**src/rtl/issue_pkg.sv**
```systemverilog
// Shared issue-queue types and sizing for the dequeue scheduler.
// DEPTH follows `ISSUE_QUEUE_DEPTH, falling back to 8 slots when it is not set.
`ifndef ISSUE_QUEUE_DEPTH
`define ISSUE_QUEUE_DEPTH 8
`endif

package issue_pkg;

  localparam int DEPTH = `ISSUE_QUEUE_DEPTH;

  typedef enum logic [1:0] {
    S_IDLE  = 2'd0,
    S_ISSUE = 2'd1,
    S_FLUSH = 2'd2
  } iq_sched_state_t;

endpackage

```
**src/rtl/iq_issue_sched_if.sv**
```systemverilog
// Issue-queue <-> scheduler <-> functional-unit signal bundle.
// The master side is the scheduler; the slave side is the queue/FU.
interface iq_issue_sched_if #(
  parameter int DEPTH = issue_pkg::DEPTH
);
  logic             flush;
  logic             enq_fire;
  logic [DEPTH-1:0] enq_valid_oh;
  logic [DEPTH-1:0] entry_valid;
  logic [DEPTH-1:0] entry_ready;
  logic             issue_valid;
  logic [DEPTH-1:0] issue_oh;
  logic             issue_ready;
  logic             issue_fire;
  logic [DEPTH-1:0] deq_ptr_oh;

  modport master (
    input  flush, enq_fire, enq_valid_oh, entry_valid, entry_ready, issue_ready,
    output issue_valid, issue_oh, issue_fire, deq_ptr_oh
  );

  modport slave (
    output flush, enq_fire, enq_valid_oh, entry_valid, entry_ready, issue_ready,
    input  issue_valid, issue_oh, issue_fire, deq_ptr_oh
  );
endinterface

```
**src/rtl/find_first1_base.sv**
```systemverilog
// First set bit of vec_i at or after the one-hot base_i, wrapping from the top bit to bit 0.
// Returns zero when vec_i is zero.
module find_first1_base #(
  parameter int WIDTH = 8
) (
  input  logic [WIDTH-1:0] vec_i,
  input  logic [WIDTH-1:0] base_i,
  output logic [WIDTH-1:0] first_o
);

  logic [2*WIDTH-1:0] dbl;
  logic [2*WIDTH-1:0] grant;

  // Subtracting the base clears the first request at or above it; the upper copy handles wrap.
  assign dbl     = {vec_i, vec_i};
  assign grant   = dbl & ~(dbl - {{WIDTH{1'b0}}, base_i});
  assign first_o = grant[WIDTH-1:0] | grant[2*WIDTH-1:WIDTH];

endmodule

```
**src/rtl/iq_age_matrix.sv**
```systemverilog
// Relative-age matrix over issue-queue slots: age_q[i][j]=1 means slot i is older than slot j.
// Reports the oldest candidate and the oldest valid slot as one-hot vectors.
module iq_age_matrix #(
  parameter int DEPTH = 8
) (
  input  logic             clock,
  input  logic             reset_n,
  input  logic             clear_i,
  input  logic             enq_fire_i,
  input  logic [DEPTH-1:0] enq_oh_i,
  input  logic [DEPTH-1:0] entry_valid_i,
  input  logic [DEPTH-1:0] cand_i,
  input  logic [DEPTH-1:0] live_i,
  output logic [DEPTH-1:0] oldest_cand_o,
  output logic [DEPTH-1:0] oldest_live_o
);

  logic [DEPTH-1:0] age_q [DEPTH];
  logic [DEPTH-1:0] age_d [DEPTH];

  // A new entry is younger than everything currently valid and older than nothing.
  always_comb begin
    for (int i = 0; i < DEPTH; i++) age_d[i] = age_q[i];
    if (enq_fire_i) begin
      for (int k = 0; k < DEPTH; k++) begin
        if (enq_oh_i[k]) begin
          for (int j = 0; j < DEPTH; j++) age_d[j][k] = entry_valid_i[j];
          age_d[k] = '0;
        end
      end
    end
  end

  always_ff @(posedge clock) begin
    if (!reset_n || clear_i) begin
      for (int i = 0; i < DEPTH; i++) age_q[i] <= '0;
    end else begin
      for (int i = 0; i < DEPTH; i++) age_q[i] <= age_d[i];
    end
  end

  always_comb begin
    oldest_cand_o = '0;
    oldest_live_o = '0;
    for (int i = 0; i < DEPTH; i++) begin
      logic older_cand;
      logic older_live;
      older_cand = 1'b0;
      older_live = 1'b0;
      for (int j = 0; j < DEPTH; j++) begin
        if (cand_i[j] && age_q[j][i]) older_cand = 1'b1;
        if (live_i[j] && age_q[j][i]) older_live = 1'b1;
      end
      oldest_cand_o[i] = cand_i[i] & ~older_cand;
      oldest_live_o[i] = live_i[i] & ~older_live;
    end
  end

endmodule

```
**src/rtl/iq_issue_sched.sv**
```systemverilog
// Issue-queue dequeue scheduler: picks the oldest ready slot and issues it over a valid/ready handshake.
// `ISSUE_AGE_MATRIX_EN selects true age ordering; otherwise a rotating round-robin pointer orders slots.
module iq_issue_sched #(
  parameter int DEPTH = issue_pkg::DEPTH
) (
  input  logic              clock,
  input  logic              reset_n,
  iq_issue_sched_if.master  bus
);
  import issue_pkg::*;

  iq_sched_state_t  state_q;
  logic             issue_valid_q;
  logic [DEPTH-1:0] issue_oh_q;
  logic [DEPTH-1:0] deq_ptr_q;
  logic [DEPTH-1:0] deq_ptr_d;

  logic             fire;
  logic [DEPTH-1:0] fired_oh;
  logic [DEPTH-1:0] enq_oh;
  logic [DEPTH-1:0] cand;
  logic [DEPTH-1:0] live;
  logic [DEPTH-1:0] pick_oh;
  logic [DEPTH-1:0] oldest_live_oh;

  // Reset is folded in so a handshake cut by reset never deallocates its slot.
  assign fire     = issue_valid_q & bus.issue_ready & ~bus.flush & reset_n;
  assign fired_oh = fire ? issue_oh_q : '0;
  assign enq_oh   = bus.enq_fire ? bus.enq_valid_oh : '0;
  assign cand     = bus.entry_valid & bus.entry_ready & ~enq_oh & ~fired_oh;
  assign live     = bus.entry_valid & ~fired_oh;

`ifdef ISSUE_AGE_MATRIX_EN
  iq_age_matrix #(.DEPTH(DEPTH)) u_age (
    .clock         (clock),
    .reset_n       (reset_n),
    .clear_i       (bus.flush),
    .enq_fire_i    (bus.enq_fire),
    .enq_oh_i      (bus.enq_valid_oh),
    .entry_valid_i (bus.entry_valid),
    .cand_i        (cand),
    .live_i        (live),
    .oldest_cand_o (pick_oh),
    .oldest_live_o (oldest_live_oh)
  );
`else
  logic [DEPTH-1:0] rr_q;
  logic [DEPTH-1:0] rr_d;

  find_first1_base #(.WIDTH(DEPTH)) u_pick (
    .vec_i   (cand),
    .base_i  (rr_q),
    .first_o (pick_oh)
  );

  find_first1_base #(.WIDTH(DEPTH)) u_deq (
    .vec_i   (live),
    .base_i  (rr_q),
    .first_o (oldest_live_oh)
  );

  // After a fire the slot just past the issued one gets first chance.
  always_comb begin
    rr_d = rr_q;
    if (bus.flush)  rr_d = DEPTH'(1);
    else if (fire)  rr_d = {issue_oh_q[DEPTH-2:0], issue_oh_q[DEPTH-1]};
  end

  always_ff @(posedge clock) begin
    if (!reset_n) rr_q <= DEPTH'(1);
    else          rr_q <= rr_d;
  end
`endif

  assign deq_ptr_d = (|live) ? oldest_live_oh : deq_ptr_q;

  always_ff @(posedge clock) begin
    if (!reset_n) begin
      state_q       <= S_IDLE;
      issue_valid_q <= 1'b0;
      issue_oh_q    <= '0;
      deq_ptr_q     <= DEPTH'(1);
    end else begin
      deq_ptr_q <= deq_ptr_d;
      if (bus.flush) begin
        state_q       <= S_FLUSH;
        issue_valid_q <= 1'b0;
        issue_oh_q    <= '0;
      end else begin
        case (state_q)
          S_IDLE: begin
            if (|cand) begin
              state_q       <= S_ISSUE;
              issue_valid_q <= 1'b1;
              issue_oh_q    <= pick_oh;
            end
          end
          S_ISSUE: begin
            // Without a fire the request is frozen, even if an older slot turns ready.
            if (fire) begin
              if (|cand) begin
                issue_oh_q <= pick_oh;
              end else begin
                state_q       <= S_IDLE;
                issue_valid_q <= 1'b0;
                issue_oh_q    <= '0;
              end
            end
          end
          S_FLUSH: begin
            state_q       <= S_IDLE;
            issue_valid_q <= 1'b0;
            issue_oh_q    <= '0;
          end
          default: begin
            state_q       <= S_IDLE;
            issue_valid_q <= 1'b0;
            issue_oh_q    <= '0;
          end
        endcase
      end
    end
  end

  assign bus.issue_valid = issue_valid_q;
  assign bus.issue_oh    = issue_oh_q;
  assign bus.issue_fire  = fire;
  assign bus.deq_ptr_oh  = deq_ptr_q;

endmodule

```
**src/flat_wrapper.sv**
```systemverilog
// flat-port wrapper written by rule: the top's interface ports become plain ports
module iq_issue_sched_flat import issue_pkg::*;
#(
  parameter int DEPTH = issue_pkg::DEPTH
)
  (clock, reset_n, bus_flush, bus_enq_fire, bus_enq_valid_oh, bus_entry_valid, bus_entry_ready, bus_issue_ready, bus_issue_valid, bus_issue_oh, bus_issue_fire, bus_deq_ptr_oh);
  iq_issue_sched_if #(.DEPTH(DEPTH)) bus_i ();
  input  logic clock;
  input  logic reset_n;
  input wire logic [$bits(bus_i.flush)-1:0] bus_flush;
  input wire logic [$bits(bus_i.enq_fire)-1:0] bus_enq_fire;
  input wire logic [$bits(bus_i.enq_valid_oh)-1:0] bus_enq_valid_oh;
  input wire logic [$bits(bus_i.entry_valid)-1:0] bus_entry_valid;
  input wire logic [$bits(bus_i.entry_ready)-1:0] bus_entry_ready;
  input wire logic [$bits(bus_i.issue_ready)-1:0] bus_issue_ready;
  output wire logic [$bits(bus_i.issue_valid)-1:0] bus_issue_valid;
  output wire logic [$bits(bus_i.issue_oh)-1:0] bus_issue_oh;
  output wire logic [$bits(bus_i.issue_fire)-1:0] bus_issue_fire;
  output wire logic [$bits(bus_i.deq_ptr_oh)-1:0] bus_deq_ptr_oh;
  assign bus_i.flush = bus_flush;
  assign bus_i.enq_fire = bus_enq_fire;
  assign bus_i.enq_valid_oh = bus_enq_valid_oh;
  assign bus_i.entry_valid = bus_entry_valid;
  assign bus_i.entry_ready = bus_entry_ready;
  assign bus_i.issue_ready = bus_issue_ready;
  assign bus_issue_valid = bus_i.issue_valid;
  assign bus_issue_oh = bus_i.issue_oh;
  assign bus_issue_fire = bus_i.issue_fire;
  assign bus_deq_ptr_oh = bus_i.deq_ptr_oh;
  iq_issue_sched #(.DEPTH(DEPTH)) u_core (.clock(clock), .reset_n(reset_n), .bus(bus_i));
endmodule
```
**config.mk**
```make
export PLATFORM = sky130hd
export DESIGN_NAME = iq_issue_sched_flat
export DESIGN_NICKNAME = d
export VERILOG_FILES = /design/src/rtl/issue_pkg.sv /design/src/rtl/iq_issue_sched_if.sv /design/src/rtl/find_first1_base.sv /design/src/rtl/iq_age_matrix.sv /design/src/rtl/iq_issue_sched.sv /design/src/flat_wrapper.sv
export SDC_FILE = /design/constraint.sdc
export NUM_CORES = 1
export LEC_CHECK = 0
export ABC_AREA = 1
export CELL_PAD_IN_SITES_DETAIL_PLACEMENT = 0
export CELL_PAD_IN_SITES_GLOBAL_PLACEMENT = 1
export CORE_MARGIN = 10
export CORE_UTILIZATION = 30
export DETAILED_ROUTE_END_ITERATION = 6
export PLACE_DENSITY = 0.69
export SLEW_MARGIN = 40
export SYNTH_ARGS = -nofsm -noshare
export SYNTH_HDL_FRONTEND = slang
export SYNTH_SLANG_ARGS = --single-unit
```
**constraint.sdc**
```tcl
create_clock -name clock -period 3.25 [get_ports clock]
set_clock_uncertainty 0.2 [all_clocks]
set_input_delay 0.65 -clock clock [delete_from_list [all_inputs] [get_ports clock]]
set_output_delay 0.65 -clock clock [all_outputs]
set_load 0.01 [all_outputs]
```
**Word-level counts from Yosys, hierarchy flattened**

Cells that the tools add are included.

- Register bits after elaboration: 27
- Input bits: 29
- Output and inout port bits: 18
- Word-level logic and storage cells: 54

- Add/sub/neg operators: 2
- Equality and inequality tests: 7
- Muxes and demuxes: 15
- Bitwise gates (word level): 17
- Reduce and logical (&&, ||, !) cells: 7

Operator list:

| operator | number |
|---|---|
| $mux 8 | 5 |
| $and 16x16->16 | 2 |
| $and 8x8->8 | 4 |
| $not 16->16 | 2 |
| $sub 16x8->16 | 2 |
| $not 8->8 | 2 |
| $or 8x8->8 | 2 |
| $pmux 8 s2 | 1 |
| $reduce_or 8->1 | 2 |
| $mux 2 | 4 |
| $ne 3x2->1 const B | 2 |
| $reduce_and 3->1 | 2 |
| $ne 2x1->1 const B | 2 |
| $pmux 2 s2 | 1 |
| $and 1x1->1 | 3 |
| $mux 1 | 3 |
| $ne 3x3->1 const B | 1 |
| $eq 2x1->1 const B | 1 |
| $logic_not 2->1 | 1 |
| $ne 2x2->1 const B | 1 |
| $not 1->1 | 2 |
| $pmux 1 s2 | 1 |
| $reduce_and 2->1 | 1 |
| $reduce_or 2->1 | 1 |

**Longest topological paths before layout**

- Word-level depth: 13
- Mapped depth: 19
- Mapped depth without buffers: 19

**Modules after synthesis**

A second synthesis with hierarchy kept.

- Cell total of the unflattened synthesis: 473
- Area total of the unflattened synthesis: 2740.1 um^2

By module, submodules not included:

| module | times used | cells each | area each (um^2) |
|---|---|---|---|
| iq_issue_sched | 1 | 231 | 1476.4 |
| find_first1_base | 2 | 121 | 631.9 |

**Worst setup path before layout**

No wires, ideal clock.

- Kind: input to register
- From: in reset_n
- To: reg u_core.deq_ptr_q[6], in the netlist u_core.bus.deq_ptr_oh[6]
- Arrival: 2.665 ns
- Setup slack: 0.329 ns
- Stages: 17
- Buffers on the path: 1
- Path through: buf_6 inv_4 nor2_4 nand3_1 nand2_1 inv_1 ha_1 a21oi_1 o21ai_0 a21oi_1 nor2_1 a21boi_0 nor2b_1 nand3_1 nand3_1 nand2_1 inv_1

- Cells in the longest elaborated chain, start to end: 8
- Elaborated cells between the ends (all ways): 9
- Classes of those cells: add/sub: 1; mux: 1; bitwise: 6; reduce/logical: 1

Ends and longest elaborated chain:

| item | RTL line | RTL |
|---|---|---|
| from (decl) | flat_wrapper.sv:9 | `input logic reset_n;` |
| $and 1x1->1 | iq_issue_sched.sv:27 | `assign fire = issue_valid_q & bus.issue_ready & ~bus.flush & reset_n;` |
| $mux 8 | iq_issue_sched.sv:28 | `assign fired_oh = fire ? issue_oh_q : '0;` |
| $not 8->8 | iq_issue_sched.sv:31 | `assign live = bus.entry_valid & ~fired_oh;` |
| $and 8x8->8 | iq_issue_sched.sv:31 |  |
| $sub 16x8->16 | find_first1_base.sv:16 | `assign grant = dbl & ~(dbl - {{WIDTH{1'b0}}, base_i});` |
| $not 16->16 | find_first1_base.sv:16 |  |
| $and 16x16->16 | find_first1_base.sv:16 |  |
| $or 8x8->8 | find_first1_base.sv:17 | `assign first_o = grant[WIDTH-1:0] \| grant[2*WIDTH-1:WIDTH];` |
| to (signal assigned) | iq_issue_sched.sv:84 | `deq_ptr_q <= deq_ptr_d;` |
| to (decl) | iq_issue_sched.sv:15 | `logic [DEPTH-1:0] deq_ptr_q;` |

Parallel ways exist; a longest one is shown, timed or not.
A chain may end at the register's enable or synchronous reset.

**Worst setup path in the final report**

- From: in reset_n
- To: reg u_core.deq_ptr_q[2], in the netlist u_core.bus.deq_ptr_oh[2]

Same word-level chain as after synthesis.

==> results.txt <==
nets = 502
CP Capture Type = register
cts hold-fix bufs = 0
die width = 107 um
leakage = 0.00165 uW
simple-gate share of the synthesized area = 41.0%
Antenna diodes = 0
clk slew on worst S/H paths = 0.10 ns
top_reg_cell synth = dfxtp_1
most common cell in the netlist = nand2_1
cell chain of the critical path = clkdlybuf4s50_1 > buf_6 > nand2_8 > nor2_8 > nand2_1 > nand2_1 > inv_1 > ha_1 > nand2_1 > o21ai_1 > a21oi_1 > nor2_1 > a21boi_2 > nor2b_2 > o21ai_0 > a21oi_1
Synth cell types = 38
final setup fails = 0
row cnt = 31
vias = 2510
Sink Count = 26
peak supply drop = 0.000157 V
Root Buffer Master = clkbuf_8
Rel. slew slack = 76.1%
first-pass GRT wire length = 12.4 mm
Max-Cap Viols = 0
CP max stage delay = 0.47 ns
Synth Area in Adders = 7.86%
Finished Core Util = 44.5%
Sw Pwr = 302 uW
I/O Buffers = 46
Clock Path Buffers = 2
Pins Over Slew Limit = 0
largest net degree at the start of global routing = 14
most frequent CP cell = nand2_1
Yosys top cell by area = dfxtp_1
synth top area cells = dfxtp_1, nand2_1, inv_1
CP bufs+invs = 3
worst min-delay path category = reg2reg
endpoints failing hold = 0
Crit Path Class = in2reg
Cell Area, Synth = 2260 sq um
hold_ws = 0.277 ns
Flop pwr share = 38.6%
detailed placement HPWL = 6.58 mm
number of H-tree levels = 1
clock network fraction of design power = 23.2%
Post-route DRC = 0
Overflow after GRT = 0
ANT nets after route = 0
Worst EP required = 3.21 ns
Post-Synth XOR/XNOR Area = 3.10%
GRT Total Usage = 13.4%
mux contribution to synthesized area = 0%
Syn. warnings = 0
critical path arrival = 3.02 ns
fraction of layout cells with a size suffix above 1 = 19.0%
drt total wl = 7.57 mm
DR vias/cell = 4.51
clk_lat worst skew = 0.28 ns
post-synthesis async set-or-reset flop share = 0%
status = finished, final reports clean
syn_area_per_cell = 6.22 sq um
slowest stage cell, crit path = clkdlybuf4s50_1
Post-synth top cells = nand2_1, inv_1, nand3_1
CTS tree = done
pwr dens = 268 nW/um^2
EDFF count, synth = 0
routed length per instance = 13.6 um
switch share = 34.7%
Cell Count, Final, Fillers Out = 557
f_max = 0.327 GHz
CP Max Fanout = 4
Placed Cells = 554
initial antenna violation count = 0
combinational power share = 38.1%
1st-pass router iterations = 4
Synth Area in Compound Gates = 14.5%
Final Cycle Share = 94.2%
vias in the first global route = 2439
main combinational cell family by area after synthesis = simple AND/OR/NAND/NOR gates
Mapped Nets = 405
Slew @ Worst Pin = 0.358 ns
Mapped Cells = 363
Top delay family on crit path = simple AND/OR/NAND/NOR gates
die span in y = 107 um
routability cong. = 0.873
share of the synthesized area in the top cell type = 23.0%
Starting Density = 31.0%
sequential fraction of the synthesis area = 23.0%
cts bufs inserted = 3
internal power = 567 uW
CP startpoint kind = input pin
P&R area growth vs syn = 43.6%
core area = 7290 sq um
Die Footprint = 11400 sq um
IO Count = 47
#FFs+latches synth = 26
RSZ-0062 raised after global routing = true
Period minus WS final = 3.06 ns
1st-iter DRT viols = 176
-- area by class of cell --
class,count,area (sq um)
fillers,809,4050
multi-input cells,276,1510
repair buffers,94,827
flip-flops and latches,26,520
inverters,59,224
well taps,99,124
clock buffers,3,41.3
-- routing by layer --
metal / global-route usage [%] / vias up / part of all wire [%]
met5: 0 / - / 0
met4: 3.00 / 0 / 1.1
met3: 2.57 / 4 / 5.5
met2: 20.7 / 56 / 42
met1: 18.6 / 1108 / 51
li1: - / 1342 / -
-- kinds of logic after synthesis --
kind of cell | after synthesis
xor gates and xnor gates | 8
adders and majority gates | 13
AOI/OAI and AO/OA | 55
DFF | 26
buffers and inverters | 61
and+or+nand+nor | 200
-- worst paths after layout --
path	start	slack (ns)	depth (start not counted)	endpoint
setup / recovery	reset_n	0.19	16	u_core.bus.deq_ptr_oh[2]
hold / removal	u_core.bus.deq_ptr_oh[2]	0.28	2	u_core.bus.deq_ptr_oh[2]
setup reg to reg	u_core.bus.issue_valid	0.62	14	u_core.bus.deq_ptr_oh[2]
hold reg to reg	u_core.bus.deq_ptr_oh[2]	0.28	2	u_core.bus.deq_ptr_oh[2]
-- flip-flops by register name, indices dropped and copies added (netlist names) --
signal and flops:
u_core.bus.deq_ptr_oh 8, u_core.bus.issue_valid 1, u_core.state_q 1, u_core.bus.issue_oh 8
u_core.rr_q 8
-- metrics by stage --
stage	power, uW	cell area (sq um)	setup TNS [ns]	setup slack [ns]
floorplan	525	2260	0	0.329
global placement	672	3190	-0.997	-0.174
detailed placement	671	3190	-1.38	-0.238
CTS	871	3230	0	0.0457
global route	923	3250	-0.0324	-0.0324
finish	869	3250	0	0.188
-- timing repair --
action / 4_1_cts / 5_1_grt
setup buffers: 0 / 0
endpoints found under the setup margin: 0 / 8
resized for setup: 0 / 7
-- power by group through the flow --
stage | clock network (uW) | logic [uW] | registers [uW]
final | 202 | 332 | 336
after global routing | 216 | 370 | 337
after CTS | 204 | 330 | 336
after detailed placement | 0 | 328 | 344
after global placement | 0 | 329 | 343
after floorplan | 0 | 179 | 346
-- cells in the final DEF (no fill, tap or decap), types with 7 or more instances in the layout --
cell / count
nand2_1: 111
inv_1: 53
buf_4: 47
clkdlybuf4s50_1: 45
nand3_1: 29
nor2_1: 28
dfxtp_1: 26
a21oi_1: 24
nand2_2: 17
o21ai_0: 12
ha_1: 11
xor2_1: 7
-- worst reg2reg max path, delay by kind of cell, from the launching register on --
| kind | cells | cell delay, ns |
|---|---|---|
| AO/OA/AOI/OAI | 5 | 0.64 |
| AND/OR/NAND/NOR | 7 | 0.86 |
| buffers and inverters | 1 | 0.06 |
| flip-flops | 1 | 0.41 |
| adder cells (fa/ha/maj) | 1 | 0.34 |
Power figures use the tool's default switching activity.
